File: src/rtl/seq_pattern_tx.sv
// seq_pattern_tx: serial pattern transmitter. On an accepted start it captures
// a PAT_W-bit pattern and shifts it out MSB first, one bit per clk, repeating
// the frame repeat_cnt times with gap idle cycles between frames.
// Optional feature macro: SEQ_TX_PARITY_EN appends an odd-parity bit to each
// frame (FLEN = PAT_W + 1). Without it FLEN = PAT_W and no parity logic exists.
// Ports:
//   clk        : rising-edge clock
//   reset      : synchronous active-low reset
//   start      : transfer request, sampled only in IDLE
//   pattern    : frame bits, MSB first, captured on accepted start
//   repeat_cnt : number of frames, captured on accepted start
//   gap        : idle cycles between frames, captured on accepted start
//   d_out      : registered serial data
//   d_valid    : 1 while d_out carries a frame bit
//   busy       : 1 from the cycle after accepted start through DONE
//   done       : one-cycle pulse after the last bit of the last frame
module seq_pattern_tx #(
    parameter int PAT_W = 4,
    parameter int RPT_W = 8,
    parameter int GAP_W = 4
) (
    input  logic             clk,
    input  logic             reset,
    input  logic             start,
    input  logic [PAT_W-1:0] pattern,
    input  logic [RPT_W-1:0] repeat_cnt,
    input  logic [GAP_W-1:0] gap,
    output logic             d_out,
    output logic             d_valid,
    output logic             busy,
    output logic             done
);

`ifdef SEQ_TX_PARITY_EN
    localparam int FLEN = PAT_W + 1;
`else
    localparam int FLEN = PAT_W;
`endif
    localparam int CW = $clog2(FLEN);

    typedef enum logic [1:0] {
        IDLE,
        SHIFT,
        GAP,
        DONE
    } state_t;

    state_t            state_q, state_d;
    logic [FLEN-1:0]   frame_q, frame_d;
    logic [FLEN-1:0]   sh_q, sh_d;
    logic [FLEN-1:0]   frame_in;
    logic [CW-1:0]     bit_q, bit_d;
    logic [RPT_W-1:0]  frm_q, frm_d;
    logic [GAP_W-1:0]  gap_q, gap_d;
    logic [GAP_W-1:0]  gcnt_q, gcnt_d;
    logic              d_out_q, d_out_d;
    logic              d_valid_q, d_valid_d;
    logic              busy_q, busy_d;
    logic              done_q, done_d;

    // Frame image as transmitted: pattern, optionally followed by odd parity.
    always_comb begin
`ifdef SEQ_TX_PARITY_EN
        frame_in = {pattern, ~^pattern};
`else
        frame_in = pattern;
`endif
    end

    // Outputs are computed for the next state so that they come out registered.
    // bit_q holds the number of frame bits still to send after the current one;
    // frm_q holds the number of frames still to send after the current one.
    always_comb begin
        state_d   = state_q;
        frame_d   = frame_q;
        sh_d      = sh_q;
        bit_d     = bit_q;
        frm_d     = frm_q;
        gap_d     = gap_q;
        gcnt_d    = gcnt_q;
        d_out_d   = 1'b0;
        d_valid_d = 1'b0;
        busy_d    = busy_q;
        done_d    = 1'b0;

        unique case (state_q)
            IDLE: begin
                busy_d = 1'b0;
                if (start) begin
                    frame_d = frame_in;
                    gap_d   = gap;
                    busy_d  = 1'b1;
                    if (repeat_cnt != '0) begin
                        state_d   = SHIFT;
                        frm_d     = repeat_cnt - RPT_W'(1);
                        d_out_d   = frame_in[FLEN-1];
                        d_valid_d = 1'b1;
                        sh_d      = frame_in << 1;
                        bit_d     = CW'(FLEN - 1);
                    end else begin
                        state_d = DONE;
                        done_d  = 1'b1;
                        frm_d   = '0;
                    end
                end
            end

            SHIFT: begin
                if (bit_q != '0) begin
                    d_out_d   = sh_q[FLEN-1];
                    d_valid_d = 1'b1;
                    sh_d      = sh_q << 1;
                    bit_d     = bit_q - CW'(1);
                end else if (frm_q != '0) begin
                    frm_d = frm_q - RPT_W'(1);
                    if (gap_q != '0) begin
                        state_d = GAP;
                        gcnt_d  = gap_q - GAP_W'(1);
                    end else begin
                        // Back-to-back reload: next frame MSB with no bubble.
                        d_out_d   = frame_q[FLEN-1];
                        d_valid_d = 1'b1;
                        sh_d      = frame_q << 1;
                        bit_d     = CW'(FLEN - 1);
                    end
                end else begin
                    state_d = DONE;
                    done_d  = 1'b1;
                end
            end

            GAP: begin
                // gcnt_q starts at gap-1, so GAP lasts exactly gap cycles.
                if (gcnt_q == '0) begin
                    state_d   = SHIFT;
                    d_out_d   = frame_q[FLEN-1];
                    d_valid_d = 1'b1;
                    sh_d      = frame_q << 1;
                    bit_d     = CW'(FLEN - 1);
                end else begin
                    gcnt_d = gcnt_q - GAP_W'(1);
                end
            end

            DONE: begin
                state_d = IDLE;
                busy_d  = 1'b0;
            end

            default: begin
                state_d = IDLE;
                busy_d  = 1'b0;
            end
        endcase
    end

    always_ff @(posedge clk) begin
        if (!reset) begin
            state_q   <= IDLE;
            frame_q   <= '0;
            sh_q      <= '0;
            bit_q     <= '0;
            frm_q     <= '0;
            gap_q     <= '0;
            gcnt_q    <= '0;
            d_out_q   <= 1'b0;
            d_valid_q <= 1'b0;
            busy_q    <= 1'b0;
            done_q    <= 1'b0;
        end else begin
            state_q   <= state_d;
            frame_q   <= frame_d;
            sh_q      <= sh_d;
            bit_q     <= bit_d;
            frm_q     <= frm_d;
            gap_q     <= gap_d;
            gcnt_q    <= gcnt_d;
            d_out_q   <= d_out_d;
            d_valid_q <= d_valid_d;
            busy_q    <= busy_d;
            done_q    <= done_d;
        end
    end

    assign d_out   = d_out_q;
    assign d_valid = d_valid_q;
    assign busy    = busy_q;
    assign done    = done_q;

endmodule

File: config.mk
export PLATFORM = sky130hd
export DESIGN_NAME = seq_pattern_tx
export DESIGN_NICKNAME = d
export VERILOG_FILES = /design/src/rtl/seq_pattern_tx.sv
export SDC_FILE = /design/constraint.sdc
export NUM_CORES = 1
export LEC_CHECK = 0
export ABC_AREA = 0
export BUFFER_PORTS_ARGS = -buffer_cell sky130_fd_sc_hd__buf_4
export CAP_MARGIN = 20
export CORE_MARGIN = 8
export CORE_UTILIZATION = 35
export CTS_CLUSTER_DIAMETER = 100
export CTS_CLUSTER_SIZE = 30
export DETAILED_ROUTE_END_ITERATION = 8
export GPL_TIMING_DRIVEN = 0
export HOLD_SLACK_MARGIN = 0.05
export PLACE_DENSITY = 0.58
export SLEW_MARGIN = 20
export SYNTH_ARGS = -nofsm -noshare
export SYNTH_HDL_FRONTEND = slang
export SYNTH_SLANG_ARGS = --single-unit
File: constraint.sdc
create_clock -name clk -period 3.2 [get_ports clk]
set_clock_uncertainty 0.15 [all_clocks]
set_input_delay 0.16 -clock clk [delete_from_list [all_inputs] [get_ports clk]]
set_output_delay 0.16 -clock clk [all_outputs]
set_load 0.01 [all_outputs]
[After elaboration in Yosys (flattened, before gate mapping)]
Index checks and enable logic that the tools add are counted.
Word-level totals
  register bits after elaboration: 32
  bits in latches: 0
  RAM bits: 0
  memory bits (read-only): 0
  input port bits: 19
  output and inout bits: 4
  word-level logic and storage cells: 96
  memories kept: 0
Operators by class
  add/sub/neg operators: 5
  multiply operators: 0
  divide/modulo/power cells: 0
  $lt $le $gt $ge: 0
  equal/unequal tests: 13
  shifts and indexed selects: 0
  mux-type cells: 52
  bitwise gates (word level): 0
  reductions and logical operators: 15
Operator list (count)
  4-bit 2-to-1 mux: 10
  8-bit 2-to-1 mux: 4
  2-bit 2-to-1 mux: 12
  1-bit 2-to-1 mux: 17
  8-bit one-hot mux with 2 select lines: 1
  8-bit nonzero test: 2
  8-bit by 1-bit subtractor with 8-bit output (second input constant): 2
  2-bit inequality test (second input constant): 7
  4-bit one-hot mux with 3 select lines: 1
  3-bit inequality test (second input constant): 3
  2-bit one-hot mux with 4 select lines: 1
  4-bit one-hot mux with 2 select lines: 1
  4-bit AND reduction: 2
  2-bit nonzero test: 4
  4-bit by 1-bit subtractor with 4-bit output (second input constant): 2
  1-bit one-hot mux with 3 select lines: 2
  2-bit one-hot mux with 3 select lines: 1
  6-bit AND reduction: 1
  5-bit AND reduction: 1
  2-bit equality test (second input constant): 2
  4-bit zero test: 1
  1-bit one-hot mux with 2 select lines: 2
  4-bit nonzero test: 1
  3-bit nonzero test: 1
  4 further kinds: 4

[Logic depth before layout (Yosys ltp)]
  depth after elaboration: 5
  gate-level depth with buffers: 10

[Least setup slack after synthesis]
Ideal clock, no wire load.
  path type: reg-to-reg
  start point: reg state_q[1]
  end point: reg bit_q[1]
  library setup time: 0.091 ns
  arrival time: 1.997 ns
  setup slack: 0.962 ns
  stages on the path, launching flop included: 9
  buffers on the path: 1
  clock period less this slack: 2.238 ns
  cells stage by stage: dfxtp_1 -> inv_1 -> ha_1 -> clkbuf_1 -> and2_1 -> a32o_1 -> a2111oi_4 -> nor2_1 -> a311oi_1
On the way
  cells in the longest elaborated chain, start to end: 3
  elaborated cells on any way between the ends: 11
  classes of those cells: eq/ne (7); mux (1); reduce/logical (3)
Ends and longest elaborated chain
  start: declaration: line 48  | state_t state_q, state_d;
  start signal: assignment: line 171  | state_q <= state_d;
  2-bit by 1-bit equality test with 1-bit output (tied with other cells): line 86  | unique case (state_q)
  3-bit inequality test (no line) (tied with other cells)
  6-bit AND reduction (no line)
  end signal: assignment: line 174  | bit_q <= bit_d;
  end: declaration: line 52  | logic [CW-1:0] bit_q, bit_d;
Several ways; a longest one is shown, not always the timed one.
A chain may end at the register's enable or synchronous reset.

[Worst setup path in the final report]
  start point: reg state_q[0]
  end point: reg state_q[0]
On the way
  cells in the longest elaborated chain, start to end: 3
  elaborated cells on any way between the ends: 10
  classes of those cells: eq/ne (7); mux (1); reduce/logical (2)
Ends and longest elaborated chain (line)
  2-bit by 1-bit equality test with 1-bit output (tied with other cells): 86
  3-bit inequality test (no line) / 2-bit inequality test (equally long branches)
  4-bit AND reduction (no line)
Several ways; a longest one is shown, not always the timed one.

==> reports/summary.md <==
The flow ran to the end, and the final reports show no timing, DRC or antenna violations. For the number of setup violations in the final report, the log shows 0. Entering global routing, the biggest net connects 11 pins.

The number of top-level pins came out at 23. Along the worst path, the maximum fanout reaches 8. The run gives 13.9% as the total routing resource utilization after global routing. At the worst endpoint, the arrival time is 2.68 ns.

Of all flip-flops after synthesis, the portion carrying an async set or reset was 0%. In the final routed layout, each cell accounts on average for 14.7 um. Max-cap violations in this run came to 0. In the routed layout, each cell is associated on average with a via count of 5.29.

The number of buffers added for setup after CTS was 0; the total power divided by cell area was 844 nW/um2. The cell repeated most along the worst path is sky130_fd_sc_hd__inv_1. Setup repair after global routing left no endpoint under its margin.

Via count of the first global-routing pass: 1766. The most critical setup path has its endpoint at state_q[0]. The start of the worst register-to-register path was state_q[0].

The area growth from synthesis to layout is 22.8%. Sequential cell area: 621 um2. Sorting the synthesized cells by area gives the leading types as sky130_fd_sc_hd__dfxtp_1, sky130_fd_sc_hd__ha_1, sky130_fd_sc_hd__nand2_1. Setup slack on the critical path of the routed design comes to 0.512 ns. The count of routing violations after the opening detailed-route iteration is 122. The maximum ir drop on the vdd rail is 0.000300 V.

The most used flip-flop cell after synthesis is sky130_fd_sc_hd__dfxtp_1. Measured against its own limit, the worst slew margin works out to 41.4%. The run gives 0 as the number of DRC violations after detailed routing.

The endpoint identified for the worst register-to-register timing path is state_q[0]. In the final layout, the multi-input gates occupy 1190 um2. Share of synthesized cell area in full adder, half adder and majority cells: 7.90%. Clock sink count: 31. The synthesized design devotes to its leading area cell type 32.7% of total area. The total number of vias is 1869. Yosys printed 0 warnings. Of the cells placed in the final design, the portion with a size suffix greater than 1 is 12.1%. Count of pins over their slew limit: 0.

For this design, the slowest cell found on the critical path is sky130_fd_sc_hd__a2111oi_0. After synthesis the netlist holds a flip-flop and latch count of 31. The insertion delay of the later-clocked pin in the worst-skew pair is 0.28 ns, and the number of cells in the finished layout apart from fillers is 353. Before antenna repair, the detailed router went through 4 iterations.

The tools report the final RePlAce weighted congestion as 0.827. Derived from the worst setup path, the maximum achievable clock frequency is 372 MHz. The number of enable-type register cells in the synthesized netlist was 0. Timing analysis after detailed placement gives a worst setup slack of 0.574 ns.

The floorplan step defined a die boundary enclosing 8040 um2. The total leakage power was 0.000907 uW. Synthesis produced a netlist whose cell count is 243. The final worst-path cycle share works out to 84.0%.

The cell area that synthesis handed to floorplanning was 1900 um2. The post-synthesis average cell area is 7.82 um2. The clock passes through at most 2 buffers. The top cell types in the final layout, fill and taps aside, are sky130_fd_sc_hd__nand2_1, sky130_fd_sc_hd__dfxtp_1, sky130_fd_sc_hd__a21oi_1.

The logs give 0 for the number of inserted diodes and 0.51 ns for the setup slack on the worst flop-to-flop path. The tightest min-delay check is of the input port to flop type. For the wire length reported by the detailed router, the log shows 5.18 mm. Hold violation count in the final report: 0. The cell accounting for the most synthesized area was sky130_fd_sc_hd__dfxtp_1. In this run, CTS created clock tree buffers numbering 5. Detailed placement finished with a half-perimeter wire length of 3.74 mm. For the number of filler cells placed in the layout, the log shows 543.

The area fraction in compound gates after synthesis is 28.9%. The cell chosen for the clock root is sky130_fd_sc_hd__clkbuf_8. The first global-routing pass estimated 8.67 mm of wire. The port buffer count is 22, and the distinct cell type count after synthesis is 49.

In the final design database the tool counted 312 nets. Type of the worst setup path: flop to flop. The combinational family with the most area after synthesis is compound AO/OA/AOI/OAI gates. Post-route minimum period: 2.69 ns. The total area inside the core boundary comes to 5370 um2.

The tools report the element type at the critical path start as a flop. Summing the sequential cell areas from Yosys gives 32.7% of the chip area. Counting tap cells, the placed design contains a total of 337 instances. Once detail routing completed, the nets flagged for antenna violations numbered 0. Row generation in the floorplan step produced 27 rows. Critical path launch point: state_q[0].

Counting cells, the worst reg-to-reg path comes to 8. The run gives 0 as the initial antenna violation count. The worst setup path is captured at a flop.

The H-tree was split into 2 levels. The floorplan step set the die height to 89.7 um. The net count after synthesis was 274. The mux contribution to synthesized area was 1.05%; the simple-gate share of the synthesized area was 23.6%.

On the worst path, the slowest cell contributes a delay of 0.46 ns. The clock-pin slew of the registers on the worst-case setup and hold paths works out to 0.07 ns. For this configuration, the core starts out at a cell density of 35.4%. TritonCTS built the clock tree. The total congestion overflow after global routing is 0, and the critical path required time is 3.19 ns. The synthesized netlist devotes 1.38% of its cell area to XOR and XNOR gates. Measured along the x axis, the die boundary spans 89.7 um. Adding up every negative setup slack in the final design gives 0 ns.

The critical path goes through inv_1 -> ha_1 -> clkbuf_1 -> inv_1 -> o21ai_0 -> a311o_1 -> a2111oi_0 -> a211oi_1. The actual slew at the worst max-slew pin was 0.871 ns.
[state kept, by name (all words and copies together) (netlist names), 2 cells and up]
name and count:
bit_q 2, gap_q 4, sh_q 3, gcnt_q 4, state_q 2, frame_q 4
frm_q 8
[metal layers]
metal | global-route usage, % | share of wire, %
met1 | 19.7 | 51
met2 | 20.7 | 45
met3 | 2.91 | 2.6
met4 | 3.17 | 1.2
met5 | 0 | 0
[worst min-delay path by stage]
| stage | from | to | cells past startpoint |
|---|---|---|---|
| after floorplan | pattern[0] | frame_q[0] | 2 |
| after global placement | gap[3] | gap_q[3] | 3 |
| after detailed placement | gap[3] | gap_q[3] | 3 |
| after CTS | repeat_cnt[0] | frm_q[0] | 4 |
| after global routing | repeat_cnt[0] | frm_q[0] | 4 |
| final | repeat_cnt[0] | frm_q[0] | 4 |
[kinds of logic after synthesis]
family | Yosys count
and+or+nand+nor | 92
AOI/OAI and AO/OA | 80
DFF | 31
buffers and inverters | 23
adders and majority gates | 12
xor gates and xnor gates | 3
muxes | 2
[layout make-up]
cell class	instances	area share (%)
Sequential cell	31	26.6
Clock buffer	6	3.54
Buffer	10	1.61
Multi-Input combinational cell	189	51.2
Tap cell	72	3.86
Inverter	13	2.09
Timing Repair Buffer	31	10.9
Clock inverter	1	0.214
[repair_timing]
action                                 4_1_cts  5_1_grt
endpoints found under the hold margin       12        0
gates resized for setup                      0        0
hold buffers                                 9        0
[critical path, delay by kind of cell (launching register included)]
| family | cells | cell delay [ns] |
|---|---|---|
| buffers and inverters | 3 | 0.55 |
| DFF | 1 | 0.40 |
| AOI/OAI and AO/OA | 4 | 1.25 |
| adders and majority gates | 1 | 0.20 |
[through the flow]
stage | total power (uW) | hold slack, ns | area [um2] | util [%]
final | 1970 | 0.0593 | 2330 | 43.4
after global routing | 2160 | 0.0673 | 2330 | 43.4
after CTS | 1960 | 0.0568 | 2330 | 43.4
after detailed placement | 1640 | 0.268 | 2160 | 40.1
after global placement | 1630 | 0.268 | 2160 | 40.1
after floorplan | 1370 | 0.146 | 1900 | -
[synth_stat cells (3+ instances only)]
cell	n
sky130_fd_sc_hd__nand2_1	31
sky130_fd_sc_hd__nor2_1	20
sky130_fd_sc_hd__nand4_1	3
sky130_fd_sc_hd__a311oi_1	4
sky130_fd_sc_hd__o31ai_1	3
sky130_fd_sc_hd__a22oi_1	6
sky130_fd_sc_hd__a21oi_1	23
sky130_fd_sc_hd__a31oi_1	4
sky130_fd_sc_hd__nor4_1	4
sky130_fd_sc_hd__a211oi_1	4
sky130_fd_sc_hd__a311o_1	3
sky130_fd_sc_hd__nand2b_1	5
sky130_fd_sc_hd__clkbuf_1	9
sky130_fd_sc_hd__inv_1	13
sky130_fd_sc_hd__ha_1	12
sky130_fd_sc_hd__o21ai_0	12
sky130_fd_sc_hd__nor3_1	10
sky130_fd_sc_hd__nand3_1	4
sky130_fd_sc_hd__and2_1	4
sky130_fd_sc_hd__dfxtp_1	31
[power breakdown]
group	leakage (uW)	total, uW	switching, uW	internal (uW)
logic	0.000605	1030	628	401
registers	0.000255	624	111	513
clock network	0.0000470	317	148	169
No activity file was read; power rests on OpenSTA's default activity.
